File: config.mk
export PLATFORM = sky130hd
export DESIGN_NAME = bbs_seq_ctrl_flat
export DESIGN_NICKNAME = d
export VERILOG_FILES = /design/src/rtl/bbs_seq_ctrl_if.sv /design/src/rtl/bbs_seq_ctrl.sv /design/src/flat_wrapper.sv
export SDC_FILE = /design/constraint.sdc
export NUM_CORES = 1
export LEC_CHECK = 0
export CELL_PAD_IN_SITES_DETAIL_PLACEMENT = 0
export CELL_PAD_IN_SITES_GLOBAL_PLACEMENT = 1
export CORE_ASPECT_RATIO = 0.75
export CORE_MARGIN = 2
export CORE_UTILIZATION = 49
export DETAILED_ROUTE_END_ITERATION = 10
export DONT_BUFFER_PORTS = 1
export GPL_ROUTABILITY_DRIVEN = 0
export GPL_TIMING_DRIVEN = 0
export PLACE_DENSITY = 0.78
export SLEW_MARGIN = 20
export SYNTH_ARGS = -nofsm -noshare
export SYNTH_HDL_FRONTEND = slang
export SYNTH_SLANG_ARGS = --single-unit
File: constraint.sdc
create_clock -name clk -period 3 [get_ports clk]
set_clock_uncertainty 0.2 [all_clocks]
set_input_delay 0.3 -clock clk [delete_from_list [all_inputs] [get_ports clk]]
set_output_delay 0.3 -clock clk [all_outputs]
set_load 0.02 [all_outputs]
File: src/rtl/bbs_seq_ctrl_if.sv
`default_nettype none
// ============================================================================
// Module      : bbs_seq_ctrl_if
// Description : Bus bundle between the Blum-Blum-Shub sequencer, the
//               Montgomery multiplier it drives and the random-word consumer.
//               "master" is the sequencer side, "slave" is the MMM/consumer side.
// Revision    : 1.0 - initial release
// ============================================================================
interface bbs_seq_ctrl_if #(
    parameter int M = 8,
    parameter int W = 8
) ();
    // Montgomery multiplier request/response
    logic         mmm_start;
    logic [M-1:0] mmm_a;
    logic [M-1:0] mmm_b;
    logic [1:0]   mmm_done;
    logic [M-1:0] mmm_result;

    // Random word valid/ready stream
    logic [W-1:0] rand_word;
    logic         rand_valid;
    logic         rand_ready;

    modport master (
        output mmm_start, mmm_a, mmm_b,
        input  mmm_done, mmm_result,
        output rand_word, rand_valid,
        input  rand_ready
    );

    modport slave (
        input  mmm_start, mmm_a, mmm_b,
        output mmm_done, mmm_result,
        input  rand_word, rand_valid,
        output rand_ready
    );
endinterface
`default_nettype wire

File: src/rtl/bbs_seq_ctrl.sv
`default_nettype none
// ============================================================================
// Module      : bbs_seq_ctrl
// Description : Blum-Blum-Shub sequencer. Moves the seed into the Montgomery
//               domain, then repeatedly squares it through an external radix-2
//               Montgomery multiplier. Each new x is taken back to the normal
//               domain (multiply by 1) and its LSB is shifted into a W-bit word
//               delivered on a valid/ready handshake.
// Revision    : 1.0 - initial release
// ============================================================================
module bbs_seq_ctrl #(
    parameter int M        = 8,   // operand/modulus width, R = 2^M
    parameter int W        = 8,   // output word width (>= 2)
    parameter int MAX_WAIT = 64   // cycles allowed from mmm_start to mmm_done
) (
    input  wire logic          clk,
    input  wire logic          rst,
    input  wire logic          load,
    input  wire logic          enable,
    input  wire logic [M-1:0]  seed,
    input  wire logic [M-1:0]  n,
    input  wire logic [M-1:0]  r2_mod,
    bbs_seq_ctrl_if.master     bus,
    output logic               busy,
    output logic               err_seed,
    output logic               err_timeout
);

    localparam int c_CW = (W > 1) ? $clog2(W) : 1;
    localparam int c_WW = $clog2(MAX_WAIT + 1);

    localparam logic [c_CW-1:0] c_BIT_LAST  = c_CW'(W - 1);
    localparam logic [c_WW-1:0] c_WAIT_LAST = c_WW'(MAX_WAIT - 1);
    localparam logic [M-1:0]    c_ONE       = M'(1);

    typedef enum logic [2:0] {
        S_IDLE   = 3'd0,
        S_TOM_GO = 3'd1,
        S_TOM_WT = 3'd2,
        S_SQ_GO  = 3'd3,
        S_SQ_WT  = 3'd4,
        S_FRM_GO = 3'd5,
        S_FRM_WT = 3'd6,
        S_EMIT   = 3'd7
    } state_t;

    state_t          r_state;
    logic [M-1:0]    r_seed;
    logic [M-1:0]    r_n;
    logic [M-1:0]    r_r2;
    logic [M-1:0]    r_xm;        // current x in Montgomery form, always < N
    logic            r_bit;       // LSB of the latest normal-domain x
    logic [c_CW-1:0] r_bitcnt;
    logic [c_WW-1:0] r_wait;
    logic            r_start;
    logic [M-1:0]    r_a;
    logic [M-1:0]    r_b;
    logic [W-1:0]    r_word;
    logic            r_valid;
    logic            r_err_seed;
    logic            r_err_to;

    logic            w_done;
    logic            w_seed_bad;
    logic [M:0]      w_diff;
    logic [M-1:0]    w_red;

    // Product is only trusted on the full 2'b11 code
    assign w_done     = (bus.mmm_done == 2'b11);
    assign w_seed_bad = (seed == '0) || (seed >= n);

    // MMM output lies in [0,2N); one conditional subtract brings it into [0,N).
    // The extra top bit of the difference is the borrow, i.e. result < N.
    assign w_diff = {1'b0, bus.mmm_result} - {1'b0, r_n};
    assign w_red  = w_diff[M] ? bus.mmm_result : w_diff[M-1:0];

    assign bus.mmm_start  = r_start;
    assign bus.mmm_a      = r_a;
    assign bus.mmm_b      = r_b;
    assign bus.rand_word  = r_word;
    assign bus.rand_valid = r_valid;
    assign busy           = (r_state != S_IDLE);
    assign err_seed       = r_err_seed;
    assign err_timeout    = r_err_to;

    // Sequencer state machine with all outputs registered
    always_ff @(posedge clk or posedge rst) begin
        if (rst) begin
            r_state    <= S_IDLE;
            r_seed     <= '0;
            r_n        <= '0;
            r_r2       <= '0;
            r_xm       <= '0;
            r_bit      <= 1'b0;
            r_bitcnt   <= '0;
            r_wait     <= '0;
            r_start    <= 1'b0;
            r_a        <= '0;
            r_b        <= '0;
            r_word     <= '0;
            r_valid    <= 1'b0;
            r_err_seed <= 1'b0;
            r_err_to   <= 1'b0;
        end else begin
            // Start is a single-cycle pulse issued only from the *_GO states
            r_start <= 1'b0;

            // Word leaves on the handshake; valid only rises in EMIT, which
            // cannot coincide with a pending valid (SQ_GO stalls on it)
            if (r_valid && bus.rand_ready) begin
                r_valid <= 1'b0;
            end

            case (r_state)
                S_IDLE: begin
                    if (load) begin
                        r_seed     <= seed;
                        r_n        <= n;
                        r_r2       <= r2_mod;
                        r_err_seed <= w_seed_bad;
                        r_err_to   <= 1'b0;
                        if (!w_seed_bad) begin
                            r_word   <= '0;
                            r_bitcnt <= '0;
                            r_valid  <= 1'b0;
                            r_state  <= S_TOM_GO;
                        end
                    end
                end

                // seed * R^2 * R^-1 = seed * R (Montgomery form)
                S_TOM_GO: begin
                    r_a     <= r_seed;
                    r_b     <= r_r2;
                    r_start <= 1'b1;
                    r_wait  <= '0;
                    r_state <= S_TOM_WT;
                end

                // No prefetch: hold here while a word is unaccepted or paused
                S_SQ_GO: begin
                    if (!r_valid && enable) begin
                        r_a     <= r_xm;
                        r_b     <= r_xm;
                        r_start <= 1'b1;
                        r_wait  <= '0;
                        r_state <= S_SQ_WT;
                    end
                end

                // Multiplying by plain 1 strips the R factor
                S_FRM_GO: begin
                    r_a     <= r_xm;
                    r_b     <= c_ONE;
                    r_start <= 1'b1;
                    r_wait  <= '0;
                    r_state <= S_FRM_WT;
                end

                S_TOM_WT, S_SQ_WT, S_FRM_WT: begin
                    if (w_done) begin
                        case (r_state)
                            S_TOM_WT: begin
                                r_xm    <= w_red;
                                r_state <= S_SQ_GO;
                            end
                            S_SQ_WT: begin
                                r_xm    <= w_red;
                                r_state <= S_FRM_GO;
                            end
                            default: begin
                                r_bit   <= w_red[0];
                                r_state <= S_EMIT;
                            end
                        endcase
                    end else if (r_wait == c_WAIT_LAST) begin
                        // MMM is presumed dead: drop everything in progress
                        r_err_to <= 1'b1;
                        r_valid  <= 1'b0;
                        r_word   <= '0;
                        r_bitcnt <= '0;
                        r_state  <= S_IDLE;
                    end else begin
                        r_wait <= r_wait + c_WW'(1);
                    end
                end

                // First generated bit ends up in the MSB of the word
                S_EMIT: begin
                    r_word <= {r_word[W-2:0], r_bit};
                    if (r_bitcnt == c_BIT_LAST) begin
                        r_valid  <= 1'b1;
                        r_bitcnt <= '0;
                    end else begin
                        r_bitcnt <= r_bitcnt + c_CW'(1);
                    end
                    r_state <= S_SQ_GO;
                end

                default: begin
                    r_state <= S_IDLE;
                end
            endcase
        end
    end

endmodule
`default_nettype wire

File: src/flat_wrapper.sv
// flat-port wrapper written by rule: the top's interface ports become plain ports
module bbs_seq_ctrl_flat 
#(
    parameter int M        = 8,                                    
    parameter int W        = 8,                              
    parameter int MAX_WAIT = 64                                               
)
  (clk, rst, load, enable, seed, n, r2_mod, busy, err_seed, err_timeout, bus_mmm_start, bus_mmm_a, bus_mmm_b, bus_mmm_done, bus_mmm_result, bus_rand_word, bus_rand_valid, bus_rand_ready);
  bbs_seq_ctrl_if #(.M(M), .W(W)) bus_i ();
  input  wire logic clk;
  input  wire logic rst;
  input  wire logic load;
  input  wire logic enable;
  input  wire logic [M-1:0] seed;
  input  wire logic [M-1:0] n;
  input  wire logic [M-1:0] r2_mod;
  output logic busy;
  output logic err_seed;
  output logic err_timeout;
  output wire logic [$bits(bus_i.mmm_start)-1:0] bus_mmm_start;
  output wire logic [$bits(bus_i.mmm_a)-1:0] bus_mmm_a;
  output wire logic [$bits(bus_i.mmm_b)-1:0] bus_mmm_b;
  input wire logic [$bits(bus_i.mmm_done)-1:0] bus_mmm_done;
  input wire logic [$bits(bus_i.mmm_result)-1:0] bus_mmm_result;
  output wire logic [$bits(bus_i.rand_word)-1:0] bus_rand_word;
  output wire logic [$bits(bus_i.rand_valid)-1:0] bus_rand_valid;
  input wire logic [$bits(bus_i.rand_ready)-1:0] bus_rand_ready;
  assign bus_mmm_start = bus_i.mmm_start;
  assign bus_mmm_a = bus_i.mmm_a;
  assign bus_mmm_b = bus_i.mmm_b;
  assign bus_i.mmm_done = bus_mmm_done;
  assign bus_i.mmm_result = bus_mmm_result;
  assign bus_rand_word = bus_i.rand_word;
  assign bus_rand_valid = bus_i.rand_valid;
  assign bus_i.rand_ready = bus_rand_ready;
  bbs_seq_ctrl #(.M(M), .W(W), .MAX_WAIT(MAX_WAIT)) u_core (.clk(clk), .rst(rst), .load(load), .enable(enable), .seed(seed), .n(n), .r2_mod(r2_mod), .bus(bus_i), .busy(busy), .err_seed(err_seed), .err_timeout(err_timeout));
endmodule
==> results.ini <==
[placement]
placed_cells=497
port_buffers=0
hpwl_um=6770

[power]
switchingPower_uw=2050
vdd.ir_drop.worst_mv=0.512
pwr-share-seq=0.414
powerDensity_mw_per_mm2=1040
netSwitchingFraction=0.435
p_comb_frac=0.429
p_clk_frac=0.157
intPower_uw=2670
p_leak_uw=0.00205

[drt]
first_pass_iters=5
wl_per_cell_um=16.8
ant_nets=0
drc=0
vias=3031
vias_per_cell=5.58
drt_iter0_drc=145
routed_wirelength_um=9140

[cts]
cts-root-buf=clkbuf_8
cts_made_buffers=9
clk_path_buf_depth=2
post-cts-setup-buffers=0
clock_latency_ns=0.36
cts-htree-levels=3
cts_tree=done
clock_sinks=74
path_clk_slew_ns=0.08

[final_layout]
layout.nets=492
antenna_cells=0
drive_above_1_share=0.132
fin_cells=543
syn2layout_area_growth_pct=16.5

[yosys]
syn_inst=391
synthDominantCellAreaShare=0.474
synth_area_leaders=dfrtp_1, ha_1, mux2_2
ys_seq_area_frac=0.474
synth_area_sq_mm=0.00391
synth_top_area_cell=dfrtp_1
syn_avg_cell_area_sq_um=10.0
synth-seq-cells=74
ys.flop_type=dfrtp_1
synth_edf_count=0
synthTopCellsByCount=dfrtp_1, o21ai_0, nand2_1, inv_1, nand3_1
ys_types=54
yosysWarnings=0
synthArstFlopShare=1.00
post-synth-top-count-cell=dfrtp_1
synth_fp_nets=450

[critical_path]
crit_type=register to register
worstPathRequired_ns=3.04
worstPathArrival_ns=2.43
critPathCaptureType=register
critPathMaxFanout=10
cp-start-kind=register

[global_route]
globalRouteTotalUtil=0.225
use_met1=0.315
antenna_found_initial=0
top_usage_layer=met2
use_met3=0.0746
met2_usage=0.334
grt_pass1_vias=2943
grt_max_degree=51
grt_pass1_wl_um=14900
grt_overflow_total=0

[die]
die-height_um=81.4
core_area_sq_mm=0.00781
die_w_um=107
rows=28
initial_core_util=0.500
ios=68
die-area_sq_mm=0.00872

[timing]
fin_crit_ns=2.39
fmax_ghz=0.419
hold_violations=0
finalCritPeriodShare=0.796
slew_headroom=0.438
rsz0062_at_grt=no
worstMarginPinSlew_ns=0.836
slew_viol_final=0
finalSetupTns_ns=0
setup_violations=0

[run_status]
outcome=finished clean

[hold_path]
hp-class=input port to register

[flow_run]
cap_viol_max_count=0

## registers in the layout (all words and copies together) (netlist names)
register,count
u_core.err_timeout,1
u_core.r_wait,7
u_core.bus.mmm_start,1
u_core.r_bitcnt,3
u_core.r_state,3
u_core.r_n,8
u_core.r_xm,8
u_core.bus.mmm_b,8
u_core.r_seed,8
u_core.bus.mmm_a,8
u_core.err_seed,1
u_core.bus.rand_word,8
u_core.bus.rand_valid,1
u_core.r_r2,8
u_core.r_bit,1
## critical path, cell delays in order (launching register included)
cell     delay, ns
dfrtp_1       0.40
buf_2         0.19
nor2_1        0.14
nand2_1       0.23
nor2_2        0.42
buf_2         0.34
mux2_2        0.36
## path summary, 6_finish.rpt
check	endpoint	cells past startpoint	slack (ns)	start
min	u_core.r_xm[6]$_DFFE_PP0P_	3	0.02	bus_mmm_result[6]
max	u_core.r_seed[0]$_DFFE_PP0P_	6	0.61	u_core.r_state[2]$_DFFE_PP0P_
max in group asynchronous	u_core.r_xm[6]$_DFFE_PP0P_	3	1.85	rst
min reg2reg	u_core.r_seed[5]$_DFFE_PP0P_	1	0.31	u_core.r_seed[5]$_DFFE_PP0P_
max reg2reg	u_core.r_seed[0]$_DFFE_PP0P_	6	0.61	u_core.r_state[2]$_DFFE_PP0P_
min in group asynchronous	u_core.r_wait[2]$_DFFE_PP0P_	2	0.19	rst
## area by class of cell
cell class / count / area, sq um
Fill cell: 693 / 3260
Multi-Input combinational cell: 274 / 1870
Sequential cell: 74 / 1850
Timing Repair Buffer: 31 / 328
Tap cell: 105 / 131
Clock buffer: 9 / 124
Inverter: 25 / 96.3
Buffer: 18 / 90.1
Clock inverter: 7 / 60.1
## timing repair
item | 4_1_cts | 5_1_grt
hold buffers | 30 | 0
hold endpoints to repair | 103 | 0
resized for setup | 0 | 0
## metal layers
metal	share of wire	wire (um)
met1	0.50	4590
met2	0.42	3870
met3	0.063	580
met4	0.011	99
met5	0	0
## through the flow
| stage | power, uW | hold WS, ns | utilization | setup slack [ns] | instance area, sq um |
|---|---|---|---|---|---|
| after floorplan | 3490 | 0.217 | - | 0.618 | 3910 |
| after global placement | 3900 | 0.224 | 0.517 | -0.282 | 4040 |
| after detailed placement | 3970 | -0.0301 | 0.521 | 0.605 | 4070 |
| after CTS | 4750 | 0.0142 | 0.583 | 0.569 | 4550 |
| after global routing | 5110 | 0.0174 | 0.583 | 0.441 | 4550 |
| final | 4720 | 0.0216 | 0.583 | 0.611 | 4550 |
## cell families (layout without fill, tap and decap cells)
logic type               after synthesis  in the layout  synth area share
AO/OA/AOI/OAI                        107            107             0.178
XOR/XNOR                               7              7            0.0157
adder cells (fa/ha/maj)               20             20            0.0659
buffers and inverters                 43             90            0.0471
flip-flops                            74             74             0.474
multiplexers                          34             34            0.0938
AND/OR/NAND/NOR                      106            106             0.125
## power groups by stage
stage                     clock network, uW  logic, uW  registers (uW)
after floorplan                           0       1610            1870
after global placement                    0       1940            1960
after detailed placement                  0       1990            1980
after CTS                               759       2030            1960
after global routing                    803       2300            2010
final                                   739       2020            1960
## cells in the final DEF (no fill, tap or decap), types with 2 or more instances in the layout
cell           instances
a211oi_1               2
a21boi_0               2
a21oi_1               14
a22oi_1               17
a31oi_1                3
buf_2                  5
buf_4                  4
clkbuf_1               7
clkbuf_8               9
clkinvlp_4             3
dfrtp_1               74
dlygate4sd3_1         30
ha_1                  19
inv_1                 23
inv_6                  3
mux2_2                20
mux2i_1               13
nand2_1               44
nand2b_1               3
nand3_1               21
nor2_1                18
nor3_1                 7
nor4_1                 2
o21a_1                 4
o21ai_0               45
o22ai_1                2
o31ai_1                3
or3_1                  2
xnor2_1                7
Power figures use the tool's default switching activity.
